[src/rtl/hoplite_mmio_net_iface.sv]
// rtl/hoplite_mmio_net_iface.sv - MMIO staging/TX FIFO/RX FIFO bridge between picorv32 and a Hoplite port
// Optional perf counters: define NI_PERF_COUNTERS_EN.
`timescale 1ns/1ps
module hoplite_mmio_net_iface #(
    parameter int          COORD_BITS           = 1,
    parameter int          MULTICAST_GROUP_BITS = 1,
    parameter int          MATRIX_TYPE_BITS     = 1,
    parameter int          MATRIX_COORD_BITS    = 8,
    parameter int          MATRIX_ELEMENT_BITS  = 32,
    parameter int          TX_FIFO_DEPTH        = 4,
    parameter int          RX_FIFO_DEPTH        = 4,
    parameter logic [31:0] BASE_ADDR            = 32'h1000_0000,
    localparam int         PACKET_BITS          = 2*COORD_BITS + MULTICAST_GROUP_BITS + 2 +
                                                  MATRIX_TYPE_BITS + 2*MATRIX_COORD_BITS +
                                                  MATRIX_ELEMENT_BITS
) (
    input  logic                   clk,
    input  logic                   reset,
    input  logic                   bus_write,
    input  logic                   bus_read,
    input  logic [31:0]            bus_addr,
    input  logic [31:0]            bus_wdata,
    output logic [31:0]            bus_rdata,
    output logic                   bus_rdata_hit,
    output logic [PACKET_BITS-1:0] packet_out,
    output logic                   packet_out_valid,
    input  logic                   packet_out_ready,
    input  logic [PACKET_BITS-1:0] packet_in,
    input  logic                   packet_in_valid,
    output logic                   packet_in_ready
);

    localparam int TX_AW = $clog2(TX_FIFO_DEPTH);
    localparam int RX_AW = $clog2(RX_FIFO_DEPTH);
    localparam int TX_CW = TX_AW + 1;
    localparam int RX_CW = RX_AW + 1;

    localparam int E_LSB    = 0;
    localparam int MY_LSB   = E_LSB + MATRIX_ELEMENT_BITS;
    localparam int MX_LSB   = MY_LSB + MATRIX_COORD_BITS;
    localparam int MT_LSB   = MX_LSB + MATRIX_COORD_BITS;
    localparam int RES_LSB  = MT_LSB + MATRIX_TYPE_BITS;
    localparam int DONE_LSB = RES_LSB + 1;
    localparam int MC_LSB   = DONE_LSB + 1;
    localparam int Y_LSB    = MC_LSB + MULTICAST_GROUP_BITS;
    localparam int X_LSB    = Y_LSB + COORD_BITS;

    localparam logic [7:0] OFF_X       = 8'h00;
    localparam logic [7:0] OFF_Y       = 8'h04;
    localparam logic [7:0] OFF_MC      = 8'h08;
    localparam logic [7:0] OFF_DONE    = 8'h0C;
    localparam logic [7:0] OFF_RES     = 8'h10;
    localparam logic [7:0] OFF_MT      = 8'h14;
    localparam logic [7:0] OFF_MX      = 8'h18;
    localparam logic [7:0] OFF_MY      = 8'h1C;
    localparam logic [7:0] OFF_EL      = 8'h20;
    localparam logic [7:0] OFF_COMMIT  = 8'h24;
    localparam logic [7:0] OFF_STATUS  = 8'h28;
    localparam logic [7:0] OFF_RX_POP  = 8'h2C;
    localparam logic [7:0] OFF_TX_SENT = 8'h30;
    localparam logic [7:0] OFF_RX_RECV = 8'h34;
    localparam logic [7:0] OFF_TX_STL  = 8'h38;
    localparam logic [7:0] RX_BASE     = 8'h40;

    // Address decode: the subtraction wraps, so anything below BASE_ADDR lands far outside the window.
    logic [31:0] offset;
    logic        in_win;
    logic [7:0]  reg_off;
    logic        wr_en;
    logic        rd_en;

    assign offset  = bus_addr - BASE_ADDR;
    assign in_win  = (offset[31:8] == 24'd0) && (offset[1:0] == 2'b00);
    assign reg_off = offset[7:0];
    assign wr_en   = bus_write && in_win;
    assign rd_en   = bus_read && in_win;

    logic wr_commit;
    logic wr_status;
    logic wr_rx_pop;

    assign wr_commit = wr_en && (reg_off == OFF_COMMIT);
    assign wr_status = wr_en && (reg_off == OFF_STATUS);
    assign wr_rx_pop = wr_en && (reg_off == OFF_RX_POP);

    logic [COORD_BITS-1:0]           stg_x_q;
    logic [COORD_BITS-1:0]           stg_y_q;
    logic [MULTICAST_GROUP_BITS-1:0] stg_mc_q;
    logic                            stg_done_q;
    logic                            stg_res_q;
    logic [MATRIX_TYPE_BITS-1:0]     stg_mt_q;
    logic [MATRIX_COORD_BITS-1:0]    stg_mx_q;
    logic [MATRIX_COORD_BITS-1:0]    stg_my_q;
    logic [MATRIX_ELEMENT_BITS-1:0]  stg_el_q;
    logic [PACKET_BITS-1:0]          stg_pkt;

    always_ff @(posedge clk) begin
        if (reset) begin
            stg_x_q    <= '0;
            stg_y_q    <= '0;
            stg_mc_q   <= '0;
            stg_done_q <= 1'b0;
            stg_res_q  <= 1'b0;
            stg_mt_q   <= '0;
            stg_mx_q   <= '0;
            stg_my_q   <= '0;
            stg_el_q   <= '0;
        end else if (wr_en) begin
            case (reg_off)
                OFF_X:    stg_x_q    <= bus_wdata[COORD_BITS-1:0];
                OFF_Y:    stg_y_q    <= bus_wdata[COORD_BITS-1:0];
                OFF_MC:   stg_mc_q   <= bus_wdata[MULTICAST_GROUP_BITS-1:0];
                OFF_DONE: stg_done_q <= bus_wdata[0];
                OFF_RES:  stg_res_q  <= bus_wdata[0];
                OFF_MT:   stg_mt_q   <= bus_wdata[MATRIX_TYPE_BITS-1:0];
                OFF_MX:   stg_mx_q   <= bus_wdata[MATRIX_COORD_BITS-1:0];
                OFF_MY:   stg_my_q   <= bus_wdata[MATRIX_COORD_BITS-1:0];
                OFF_EL:   stg_el_q   <= bus_wdata[MATRIX_ELEMENT_BITS-1:0];
                default: ;
            endcase
        end
    end

    assign stg_pkt = {stg_x_q, stg_y_q, stg_mc_q, stg_done_q, stg_res_q,
                      stg_mt_q, stg_mx_q, stg_my_q, stg_el_q};

    // TX FIFO
    logic [PACKET_BITS-1:0] tx_mem_q [TX_FIFO_DEPTH];
    logic [TX_AW-1:0]       tx_wr_ptr_q, tx_wr_ptr_d;
    logic [TX_AW-1:0]       tx_rd_ptr_q, tx_rd_ptr_d;
    logic [TX_CW-1:0]       tx_count_q, tx_count_d;
    logic                   tx_full;
    logic                   tx_deq;
    logic                   tx_push;

    assign tx_full          = (tx_count_q == TX_CW'(TX_FIFO_DEPTH));
    assign packet_out_valid = (tx_count_q != '0);
    assign packet_out       = tx_mem_q[tx_rd_ptr_q];
    assign tx_deq           = packet_out_valid && packet_out_ready;
    // A full FIFO still accepts a commit when the head leaves in the same cycle.
    assign tx_push          = wr_commit && (!tx_full || tx_deq);

    always_comb begin
        tx_wr_ptr_d = tx_push ? tx_wr_ptr_q + TX_AW'(1) : tx_wr_ptr_q;
        tx_rd_ptr_d = tx_deq  ? tx_rd_ptr_q + TX_AW'(1) : tx_rd_ptr_q;
        tx_count_d  = tx_count_q;
        case ({tx_push, tx_deq})
            2'b10:   tx_count_d = tx_count_q + TX_CW'(1);
            2'b01:   tx_count_d = tx_count_q - TX_CW'(1);
            default: tx_count_d = tx_count_q;
        endcase
    end

    always_ff @(posedge clk) begin
        if (tx_push) begin
            tx_mem_q[tx_wr_ptr_q] <= stg_pkt;
        end
    end

    // RX FIFO
    logic [PACKET_BITS-1:0] rx_mem_q [RX_FIFO_DEPTH];
    logic [RX_AW-1:0]       rx_wr_ptr_q, rx_wr_ptr_d;
    logic [RX_AW-1:0]       rx_rd_ptr_q, rx_rd_ptr_d;
    logic [RX_CW-1:0]       rx_count_q, rx_count_d;
    logic                   rx_full;
    logic                   rx_empty;
    logic                   rx_pop;
    logic                   rx_push;
    logic [PACKET_BITS-1:0] rx_head;

    assign rx_full         = (rx_count_q == RX_CW'(RX_FIFO_DEPTH));
    assign rx_empty        = (rx_count_q == '0);
    assign rx_pop          = wr_rx_pop && !rx_empty;
    // A pop frees a slot this cycle, so a full RX FIFO can take a packet alongside it.
    assign packet_in_ready = !rx_full || rx_pop;
    assign rx_push         = packet_in_valid && packet_in_ready;
    assign rx_head         = rx_mem_q[rx_rd_ptr_q];

    always_comb begin
        rx_wr_ptr_d = rx_push ? rx_wr_ptr_q + RX_AW'(1) : rx_wr_ptr_q;
        rx_rd_ptr_d = rx_pop  ? rx_rd_ptr_q + RX_AW'(1) : rx_rd_ptr_q;
        rx_count_d  = rx_count_q;
        case ({rx_push, rx_pop})
            2'b10:   rx_count_d = rx_count_q + RX_CW'(1);
            2'b01:   rx_count_d = rx_count_q - RX_CW'(1);
            default: rx_count_d = rx_count_q;
        endcase
    end

    always_ff @(posedge clk) begin
        if (rx_push) begin
            rx_mem_q[rx_wr_ptr_q] <= packet_in;
        end
    end

    logic tx_ovf_q, tx_ovf_d;
    logic rx_unf_q, rx_unf_d;

    always_comb begin
        tx_ovf_d = tx_ovf_q || (wr_commit && !tx_push);
        rx_unf_d = rx_unf_q || (wr_rx_pop && rx_empty);
        if (wr_status) begin
            tx_ovf_d = 1'b0;
            rx_unf_d = 1'b0;
        end
    end

`ifdef NI_PERF_COUNTERS_EN
    logic [31:0] perf_tx_sent_q;
    logic [31:0] perf_rx_recv_q;
    logic [31:0] perf_tx_stall_q;
    logic        perf_clr;

    assign perf_clr = wr_en && (reg_off == OFF_TX_SENT);

    always_ff @(posedge clk) begin
        if (reset || perf_clr) begin
            perf_tx_sent_q  <= '0;
            perf_rx_recv_q  <= '0;
            perf_tx_stall_q <= '0;
        end else begin
            if (tx_deq)                                perf_tx_sent_q  <= perf_tx_sent_q + 32'd1;
            if (rx_push)                               perf_rx_recv_q  <= perf_rx_recv_q + 32'd1;
            if (packet_out_valid && !packet_out_ready) perf_tx_stall_q <= perf_tx_stall_q + 32'd1;
        end
    end
`endif

    logic [31:0] status_word;
    logic [31:0] rd_val;
    logic [31:0] bus_rdata_q, bus_rdata_d;
    logic        bus_rdata_hit_q, bus_rdata_hit_d;

    assign status_word = {8'h00, 8'(rx_count_q), 8'(tx_count_q), 4'h0,
                          rx_unf_q, tx_ovf_q, !rx_empty, !tx_full};

    always_comb begin
        rd_val = '0;
        case (reg_off)
            OFF_STATUS:     rd_val = status_word;
`ifdef NI_PERF_COUNTERS_EN
            OFF_TX_SENT:    rd_val = perf_tx_sent_q;
            OFF_RX_RECV:    rd_val = perf_rx_recv_q;
            OFF_TX_STL:     rd_val = perf_tx_stall_q;
`endif
            RX_BASE + OFF_X:    if (!rx_empty) rd_val = 32'(rx_head[X_LSB +: COORD_BITS]);
            RX_BASE + OFF_Y:    if (!rx_empty) rd_val = 32'(rx_head[Y_LSB +: COORD_BITS]);
            RX_BASE + OFF_MC:   if (!rx_empty) rd_val = 32'(rx_head[MC_LSB +: MULTICAST_GROUP_BITS]);
            RX_BASE + OFF_DONE: if (!rx_empty) rd_val = 32'(rx_head[DONE_LSB]);
            RX_BASE + OFF_RES:  if (!rx_empty) rd_val = 32'(rx_head[RES_LSB]);
            RX_BASE + OFF_MT:   if (!rx_empty) rd_val = 32'(rx_head[MT_LSB +: MATRIX_TYPE_BITS]);
            RX_BASE + OFF_MX:   if (!rx_empty) rd_val = 32'(rx_head[MX_LSB +: MATRIX_COORD_BITS]);
            RX_BASE + OFF_MY:   if (!rx_empty) rd_val = 32'(rx_head[MY_LSB +: MATRIX_COORD_BITS]);
            RX_BASE + OFF_EL:   if (!rx_empty) rd_val = 32'(rx_head[E_LSB +: MATRIX_ELEMENT_BITS]);
            default:        rd_val = '0;
        endcase
    end

    always_comb begin
        bus_rdata_d     = rd_en ? rd_val : bus_rdata_q;
        bus_rdata_hit_d = rd_en;
    end

    assign bus_rdata     = bus_rdata_q;
    assign bus_rdata_hit = bus_rdata_hit_q;

    always_ff @(posedge clk) begin
        if (reset) begin
            tx_wr_ptr_q     <= '0;
            tx_rd_ptr_q     <= '0;
            tx_count_q      <= '0;
            rx_wr_ptr_q     <= '0;
            rx_rd_ptr_q     <= '0;
            rx_count_q      <= '0;
            tx_ovf_q        <= 1'b0;
            rx_unf_q        <= 1'b0;
            bus_rdata_q     <= '0;
            bus_rdata_hit_q <= 1'b0;
        end else begin
            tx_wr_ptr_q     <= tx_wr_ptr_d;
            tx_rd_ptr_q     <= tx_rd_ptr_d;
            tx_count_q      <= tx_count_d;
            rx_wr_ptr_q     <= rx_wr_ptr_d;
            rx_rd_ptr_q     <= rx_rd_ptr_d;
            rx_count_q      <= rx_count_d;
            tx_ovf_q        <= tx_ovf_d;
            rx_unf_q        <= rx_unf_d;
            bus_rdata_q     <= bus_rdata_d;
            bus_rdata_hit_q <= bus_rdata_hit_d;
        end
    end

endmodule

[config.mk]
export PLATFORM = sky130hd
export DESIGN_NAME = hoplite_mmio_net_iface
export DESIGN_NICKNAME = d
export VERILOG_FILES = /design/src/rtl/hoplite_mmio_net_iface.sv
export SDC_FILE = /design/constraint.sdc
export NUM_CORES = 1
export LEC_CHECK = 0
export CAP_MARGIN = 20
export CORE_MARGIN = 1.5
export CORE_UTILIZATION = 45
export DETAILED_ROUTE_END_ITERATION = 7
export GPL_TIMING_DRIVEN = 0
export HOLD_SLACK_MARGIN = 0.05
export PLACE_DENSITY_LB_ADDON = 0.25
export SKIP_CTS_REPAIR_TIMING = 1
export SYNTH_ARGS = -nofsm -noshare
export SYNTH_HDL_FRONTEND = slang
export SYNTH_SLANG_ARGS = --single-unit
[constraint.sdc]
create_clock -name clk -period 5.9 [get_ports clk]
set_input_delay 1.77 -clock clk [delete_from_list [all_inputs] [get_ports clk]]
set_output_delay 1.77 -clock clk [all_outputs]
set_load 0.02 [all_outputs]
==> flow_summary.json, run 1 <==
{
  "clock_power_share_pct": 41.3,
  "fill_cells": 3490,
  "endpoint_kind": "output pin",
  "critPathCapture": "packet_in_ready",
  "ios": 213,
  "switching_share_pct": 21.3,
  "status": "finished, final reports clean",
  "grtUsageMet3_pct": 4.54,
  "grt_max_degree": 55,
  "tightest_slew_ns": 1.03,
  "clockBufferDepth": 3,
  "synthFlopType": "edfxtp_1",
  "ys_seq_area_share_pct": 74.4,
  "synth_edf_count": 432,
  "synthCells": 1127,
  "maxSlewViolCount": 0,
  "dp.cells": 1930,
  "cap_violations": 0,
  "clock_latency_ns": 0.61,
  "startpoint": "bus_addr[29]",
  "die_h_um": 215,
  "drcViolationCount": 0,
  "rr_startpoint": "rx_count_q[2]",
  "clock_skew_ns": 0.0260,
  "comb_power_share_pct": 6.8,
  "met1_usage_pct": 25.6,
  "finalCritPeriodShare_pct": 96.4,
  "root_buffer": "clkbuf_16",
  "grt_pass1_wl_um": 67900,
  "reg2reg_depth": 8,
  "synth_cell_types": 69,
  "hpwl_um": 27700,
  "leakage_uw": 0.00749,
  "die_w_um": 215,
  "fin_util_pct": 56.3,
  "wl_per_cell_um": 21.9,
  "synth_top_area_share_pct": 63.8,
  "syn_nets": 1261,
  "syn_area_um2": 20300,
  "p_switching_uw": 1720,
  "post-route-min-period_ns": 5.69,
  "wl_um": 44600,
  "antenna_found_initial": 3,
  "vias": 10900,
  "power_density_nw_per_um2": 324,
  "slew_headroom_pct": 30.6,
  "setup_viol": 0,
  "fmax_mhz": 176,
  "synth.avg_cell_area_um2": 18.0,
  "min_path_type": "reg -> reg",
  "gp_congestion": 0.766,
  "ir_drop_uv": 296,
  "synth-seq-cells": 539,
  "path_clk_slew_ns": 0.06,
  "cts_tree": "done",
  "synth_area_leaders": "edfxtp_1, mux4_2, dfxtp_1",
  "port_buffers": 210,
  "intPower_uw": 6370,
  "grt_pass1_vias": 11400,
  "synth_warnings": 0,
  "cp_max_fo": 10,
  "worstReg2RegEnd": "rx_count_q[2]",
  "numCtsBuffers": 54,
  "final_common_cell": "edfxtp_1",
  "dr.pass1.iters": 5,
  "drive_gt1_share_pct": 17.5,
  "gr-usage-all-layers_pct": 19.5,
  "coreArea_um2": 44400,
  "worstPathArrival_ns": 3.92,
  "cts_sinks": 539,
  "die-area_um2": 46400,
  "syn_to_final_growth_pct": 23.1,
  "seq_power_share_pct": 51.9,
  "drt_iter0_markers": 704,
  "initial_core_util_pct": 45.8,
  "fin_cells": 2036,
  "rows": 77,
  "busiest_layer": "met2",
  "synthArstFlopShare_pct": 0,
  "synth_top_area_cell": "edfxtp_1",
  "layout_common_cells": "edfxtp_1, clkdlybuf4s50_1, nand2_1, mux4_2, dfxtp_1",
  "overflow": 0,
  "required_ns": 4.13,
  "path_class": "in -> out",
  "rsz0062_at_grt": "no",
  "hold_violations": 0,
  "antenna_left": 0,
  "r2r_slack_ns": 3.03,
  "htree_levels": 2,
  "met2_usage_pct": 32.5,
  "startpoint_type": "input port",
  "final_net_count": 1531,
  "vias_per_cell": 5.35
}
[registers in the layout (all words and copies together) (netlist names), 3 cells and up, named ones only]
register,count
rx_mem_q,216
tx_mem_q,216
bus_rdata,32
tx_count_q,3
stg_el_q,32
stg_mx_q,8
rx_count_q,3
stg_my_q,8
[Yosys cell counts (3+ instances only)]
| master | n |
|---|---|
| a21oi_1 | 56 |
| a221oi_1 | 5 |
| a22oi_1 | 13 |
| a31oi_1 | 6 |
| and2_0 | 3 |
| and2_1 | 10 |
| buf_1 | 3 |
| buf_2 | 16 |
| clkbuf_1 | 31 |
| clkbuf_8 | 5 |
| dfxtp_1 | 107 |
| edfxtp_1 | 432 |
| ha_1 | 8 |
| inv_1 | 11 |
| mux2i_1 | 26 |
| mux4_2 | 107 |
| nand2_1 | 108 |
| nand3_1 | 28 |
| nand4_1 | 5 |
| nor2_1 | 60 |
| nor3_1 | 12 |
| nor4_1 | 7 |
| nor4b_1 | 5 |
| xnor2_1 | 5 |
| xor2_1 | 4 |
[worst max-delay path, cell delays in order]
cell	delay, ns
clkdlybuf4s50_1	0.45
nor4b_4	0.46
nand3_2	0.22
nor4_4	0.36
buf_4	0.24
or2_2	0.18
dlymetal6s2s_1	0.24
[cell families after synthesis]
logic type / after synthesis / synth area share (%)
AOI/OAI and AO/OA: 94 / 2.86
adders and majority gates: 10 / 0.690
and+or+nand+nor: 269 / 6.58
xor gates and xnor gates: 9 / 0.388
muxes: 135 / 13.3
DFF: 539 / 74.4
buffers and inverters: 71 / 1.84
[layer usage]
| layer | share of wire [%] | up-vias |
|---|---|---|
| li1 | - | 4979 |
| met1 | 42 | 5527 |
| met2 | 49 | 315 |
| met3 | 6.4 | 79 |
| met4 | 2.2 | 2 |
| met5 | 0.029 | - |
[power groups by stage]
| stage | combinational (uW) | sequential, uW | clock, uW |
|---|---|---|---|
| 6_report | 551 | 4200 | 3340 |
| 5_1_grt | 605 | 4210 | 3540 |
| 4_1_cts | 566 | 4200 | 3410 |
| 3_5_place_dp | 565 | 4280 | 0 |
| 3_3_place_gp | 559 | 4290 | 0 |
| 2_1_floorplan | 337 | 4280 | 0 |
[per-stage QoR]
stage	setup WS, ns	hold slack (ns)	setup TNS [ns]	instance area, um^2	power [uW]
global route	0.147	0.477	0	25000	8360
finish	0.211	0.459	0	25000	8100
detailed placement	-1.01	0.454	-1.22	23200	4850
floorplan	0.995	0.459	0	20300	4610
global placement	-1.29	0.447	-501.50	23200	4840
CTS	-1.02	0.461	-1.02	24900	8180
[cell type report]
cell class	count	area (um^2)	share of cell area (%)
buffer	60	335	1.34
clock inverter	24	198	0.790
timing repair buffer	214	2130	8.53
inverter	11	41.3	0.165
sequential	539	15100	60.4
multi-input combinational	517	4900	19.6
antenna	2	5.00	0.0200
clock buffer	77	1540	6.16
tap	592	741	2.96
[how the worst min path moves through the flow]
stage	startpoint	end	slack, ns	depth (start not counted)
after floorplan	tx_ovf_q	bus_rdata[2]	0.46	2
after global placement	bus_rdata[19]	bus_rdata[19]	0.45	2
after detailed placement	bus_rdata[24]	bus_rdata[24]	0.45	2
after CTS	bus_rdata[24]	bus_rdata[24]	0.46	2
after global routing	bus_rdata[13]	bus_rdata[13]	0.48	2
final	bus_rdata[23]	bus_rdata[23]	0.46	2
No activity file was read; power rests on OpenSTA's default activity.
==> run 2: changes to the inputs <==
==> constraint.sdc (replaced) <==
create_clock -name clk -period 5.9 [get_ports clk]
set_input_delay 0.59 -clock clk [delete_from_list [all_inputs] [get_ports clk]]
set_output_delay 0.59 -clock clk [all_outputs]
set_load 0.02 [all_outputs]
==> run 2 against run 1 <==
Global-route usage unchanged. Via count down 0.48%. Combinational power about the same. Clock-buffer cell count unchanged. Utilization down 0.16 points. Final cell count about the same. First-iteration DRC count up 1.4%. Sequential power about the same. Maximum frequency up 23%. Largest cell class unchanged.
==> flow_summary.json, run 2 (synthesis results as in run 1) <==
{
  "drt_iter0_markers": 714,
  "initial_core_util_pct": 45.8,
  "cts_tree": "done",
  "finalPower_uw": 8090,
  "fill_cells": 3492,
  "cp_max_fo": 10,
  "vias": 10900,
  "startpoint_type": "input port",
  "cp_cell_sequence": "clkdlybuf4s50_1 > nor4b_1 > nand3_1 > nor4_2 > buf_2 > or2_2 > clkdlybuf4s50_1",
  "path_delay_family": "simple AND/OR/NAND/NOR gates",
  "required_ns": 5.31,
  "leakage_uw": 0.00746,
  "clock_skew_ns": 0.0233,
  "drcViolationCount": 0,
  "met1_usage_pct": 25.6,
  "die-area_um2": 46400,
  "port_buffers": 210,
  "root_buffer": "clkbuf_16",
  "overflow": 0,
  "cpMostUsedCell": "clkdlybuf4s50_1",
  "rows": 77,
  "min_path_type": "in -> reg",
  "cap_violations": 0,
  "antenna_found_initial": 3,
  "drive_gt1_share_pct": 17.0,
  "fin_ws_ns": 1.29,
  "tightest_slew_ns": 1.02,
  "fmax_mhz": 217,
  "clockBufferDepth": 3,
  "wl_um": 44500,
  "rsz0062_at_grt": "no",
  "maxSlewViolCount": 0,
  "cts_sinks": 539,
  "die_h_um": 215,
  "clock_latency_ns": 0.60,
  "gp_congestion": 0.766,
  "ir_drop_uv": 297,
  "post-route-min-period_ns": 4.61,
  "path_clk_slew_ns": 0.06,
  "path_class": "in -> out",
  "power_density_nw_per_um2": 325,
  "slowest_delay_ns": 0.87,
  "htree_levels": 2,
  "die_w_um": 215,
  "final_net_count": 1528,
  "numCtsBuffers": 54,
  "dr.pass1.iters": 5,
  "biggestRegsByFlops": "rx_mem_q (216), tx_mem_q (216)",
  "min_path_cells": 3,
  "status": "finished, final reports clean",
  "grtUsageMet3_pct": 4.54,
  "gr-usage-all-layers_pct": 19.5,
  "setup_viol": 0,
  "multi_input_area_um2": 4850,
  "ios": 213,
  "reg2reg_depth": 8,
  "final_common_cell": "edfxtp_1",
  "worstPathArrival_ns": 4.02,
  "crit_buf_inv": 3,
  "grt_pass1_wl_um": 67900,
  "finalCritPeriodShare_pct": 78.2,
  "slowest_stage": "nor4b_1",
  "coreArea_um2": 44400,
  "syn_to_final_growth_pct": 22.7,
  "wl_per_cell_um": 21.9,
  "fin_util_pct": 56.2,
  "grt_max_degree": 55,
  "met2_usage_pct": 32.5,
  "slew_headroom_pct": 31.2,
  "hold_violations": 0,
  "pre_cts_ws_ns": 0.966,
  "hpwl_um": 27700,
  "busiest_layer": "met2",
  "layout_common_cells": "edfxtp_1, clkdlybuf4s50_1, nand2_1, mux4_2, dfxtp_1",
  "seq_area_um2": 15100,
  "endpoint_kind": "output pin",
  "vias_per_cell": 5.33,
  "grt_pass1_vias": 11400,
  "antenna_left": 0,
  "path_depth": 7
}
[run 2: path summary, 6_finish.rpt]
check                      from              end  slack, ns
setup / recovery   bus_addr[20]  packet_in_ready       1.29
hold / removal            reset    tx_count_q[0]       0.38
setup reg to reg  rx_count_q[2]    rx_count_q[2]       3.03
hold reg to reg   bus_rdata[23]    bus_rdata[23]       0.46
[run 2: worst min-delay path, stage by stage]
cell	delay, ns
clkbuf_8	0.14
nor2_1	0.08
mux2_2	0.14
[run 2: report_power, final]
part           switching, uW  internal, uW  total (uW)  leakage (uW)
registers               29.9          4170        4200       0.00433
logic                    293           255         549       0.00228
clock network           1400          1940        3340      0.000849
[run 2: final cells by class]
class | instances | area share (%)
Antenna cell | 4 | 0.0401
Buffer | 60 | 1.33
Clock buffer | 77 | 6.18
Clock inverter | 24 | 0.793
Inverter | 11 | 0.166
Multi-Input combinational cell | 517 | 19.5
Sequential cell | 539 | 60.6
Tap cell | 592 | 2.97
Timing Repair Buffer | 211 | 8.46
[run 2: per-layer routing]
metal | wire length [um] | part of all wire (%)
met1 | 18700 | 42
met2 | 21900 | 49
met3 | 2880 | 6.5
met5 | 0 | 0
met4 | 1060 | 2.4
[run 2: per-stage QoR]
step           area, um^2  std cells  TNS (ns)  hold slack, ns
2_1_floorplan       20300       1127         0           0.459
4_1_cts             24900       2031         0           0.347
6_report            24900       2035         0           0.378
3_5_place_dp        23200       1930         0           0.454
3_3_place_gp        23200       1929    -15.92           0.447
5_1_grt             24900       2031         0           0.390
==> run 3: changes to the inputs <==
- clock period: 5.9 -> 4 ns (I/O delays scaled with it)
==> run 3 against run 2 <==
Non-clock buffer count stayed put. Flip-flop and latch count unchanged. Utilization about the same. Sequential share of layout area is essentially flat. Setup slack got worse by 1.0 ns.
==> flow_summary.json, run 3 (synthesis results as in run 1) <==
{
  "leakage_uw": 0.00747,
  "antenna_found_initial": 3,
  "root_buffer": "clkbuf_16",
  "clock_latency_ns": 0.60,
  "startpoint_type": "input port",
  "comb_power_share_pct": 6.8,
  "hold_violations": 0,
  "final_net_count": 1528,
  "ir_drop_uv": 435,
  "dr.pass1.iters": 5,
  "biggestRegsByFlops": "rx_mem_q (216), tx_mem_q (216)",
  "path_class": "in -> out",
  "hpwl_um": 27700,
  "syn_to_final_growth_pct": 22.8,
  "min_path_type": "in -> reg",
  "seq_power_share_pct": 51.9,
  "gr-usage-all-layers_pct": 19.5,
  "fin_ws_ns": 0.263,
  "die-area_um2": 46400,
  "p_switching_uw": 2530,
  "dp.cells": 1930,
  "coreArea_um2": 44400,
  "port_buffers": 210,
  "gp_congestion": 0.766,
  "finalPower_uw": 11900,
  "endpoint_kind": "output pin",
  "switching_share_pct": 21.2,
  "die_w_um": 215,
  "vias_per_cell": 5.33,
  "antenna_left": 0,
  "post-route-min-period_ns": 3.74,
  "overflow": 0,
  "fin_cells": 2035,
  "fmax_mhz": 268,
  "status": "finished, final reports clean",
  "final_common_cell": "edfxtp_1",
  "clock_power_share_pct": 41.3,
  "cts_tree": "done",
  "drive_gt1_share_pct": 17.1,
  "layout_common_cells": "edfxtp_1, clkdlybuf4s50_1, nand2_1, mux4_2, dfxtp_1",
  "path_clk_slew_ns": 0.06,
  "vias": 10800,
  "grt_max_degree": 55,
  "maxSlewViolCount": 0,
  "finalSetupTns_ns": 0,
  "initial_core_util_pct": 45.8,
  "wl_per_cell_um": 21.9,
  "cp_max_fo": 10,
  "clockBufferDepth": 3,
  "wl_um": 44500,
  "htree_levels": 2,
  "cts_sinks": 539,
  "rsz0062_at_grt": "no",
  "grt_pass1_wl_um": 67900,
  "hold_ws_ns": 0.184,
  "finalCritPeriodShare_pct": 93.4,
  "required_ns": 3.60,
  "numCtsBuffers": 54,
  "ios": 213,
  "setup_viol": 0,
  "worstPathArrival_ns": 3.34,
  "drcViolationCount": 0,
  "grt_pass1_vias": 11400,
  "die_h_um": 215,
  "clock_skew_ns": 0.0212,
  "slew_headroom_pct": 31.4,
  "cap_violations": 0,
  "intPower_uw": 9400,
  "pre_cts_ws_ns": -0.744,
  "power_density_nw_per_um2": 478,
  "tightest_slew_ns": 1.01,
  "drt_iter0_markers": 687,
  "rows": 77
}
==> run 3: routing by layer <==
metal	up-vias	wire (um)	global-route usage, %
met2	298	21900	32.5
met5	-	0	0
met4	0	1060	5.94
li1	4980	-	-
met3	80	2810	4.54
met1	5491	18700	25.6
==> run 3: power groups by stage <==
| stage | logic (uW) | registers (uW) | clock network [uW] |
|---|---|---|---|
| CTS | 835 | 6200 | 5030 |
| global placement | 824 | 6320 | 0 |
| global route | 888 | 6210 | 5230 |
| floorplan | 497 | 6310 | 0 |
| detailed placement | 833 | 6320 | 0 |
| finish | 808 | 6200 | 4930 |
==> run 3: cell type report <==
cell class / instances / area, um^2
clock buffers: 77 / 1540
multi-input cells: 517 / 4870
inverters: 11 / 41.3
flip-flops and latches: 539 / 15100
well taps: 592 / 741
fillers: 3489 / 19500
clock inverters: 24 / 198
plain buffers: 60 / 333
diodes: 4 / 10.0
repair buffers: 211 / 2110
==> run 3: critical path: stages <==
cell,delay [ns]
clkdlybuf4s50_1,0.41
nor4b_2,0.57
nand3_1,0.36
nor4_4,0.44
buf_2,0.31
or2_2,0.20
clkdlybuf4s50_1,0.62
==> run 3: path summary, 6_finish.rpt <==
| kind | startpoint | to | slack [ns] | depth (start not counted) |
|---|---|---|---|---|
| max reg2reg | rx_count_q[2] | rx_count_q[2] | 1.13 | 8 |
| min reg2reg | bus_rdata[23] | bus_rdata[23] | 0.46 | 2 |
| max | bus_addr[20] | packet_in_ready | 0.26 | 7 |
| min | reset | tx_count_q[0] | 0.18 | 3 |
==> run 3: stage by stage <==
stage | util, % | instance area [um^2]
CTS | 56.1 | 24900
floorplan | - | 20300
detailed placement | 52.2 | 23200
global route | 56.2 | 24900
finish | 56.2 | 25000
global placement | 52.2 | 23200
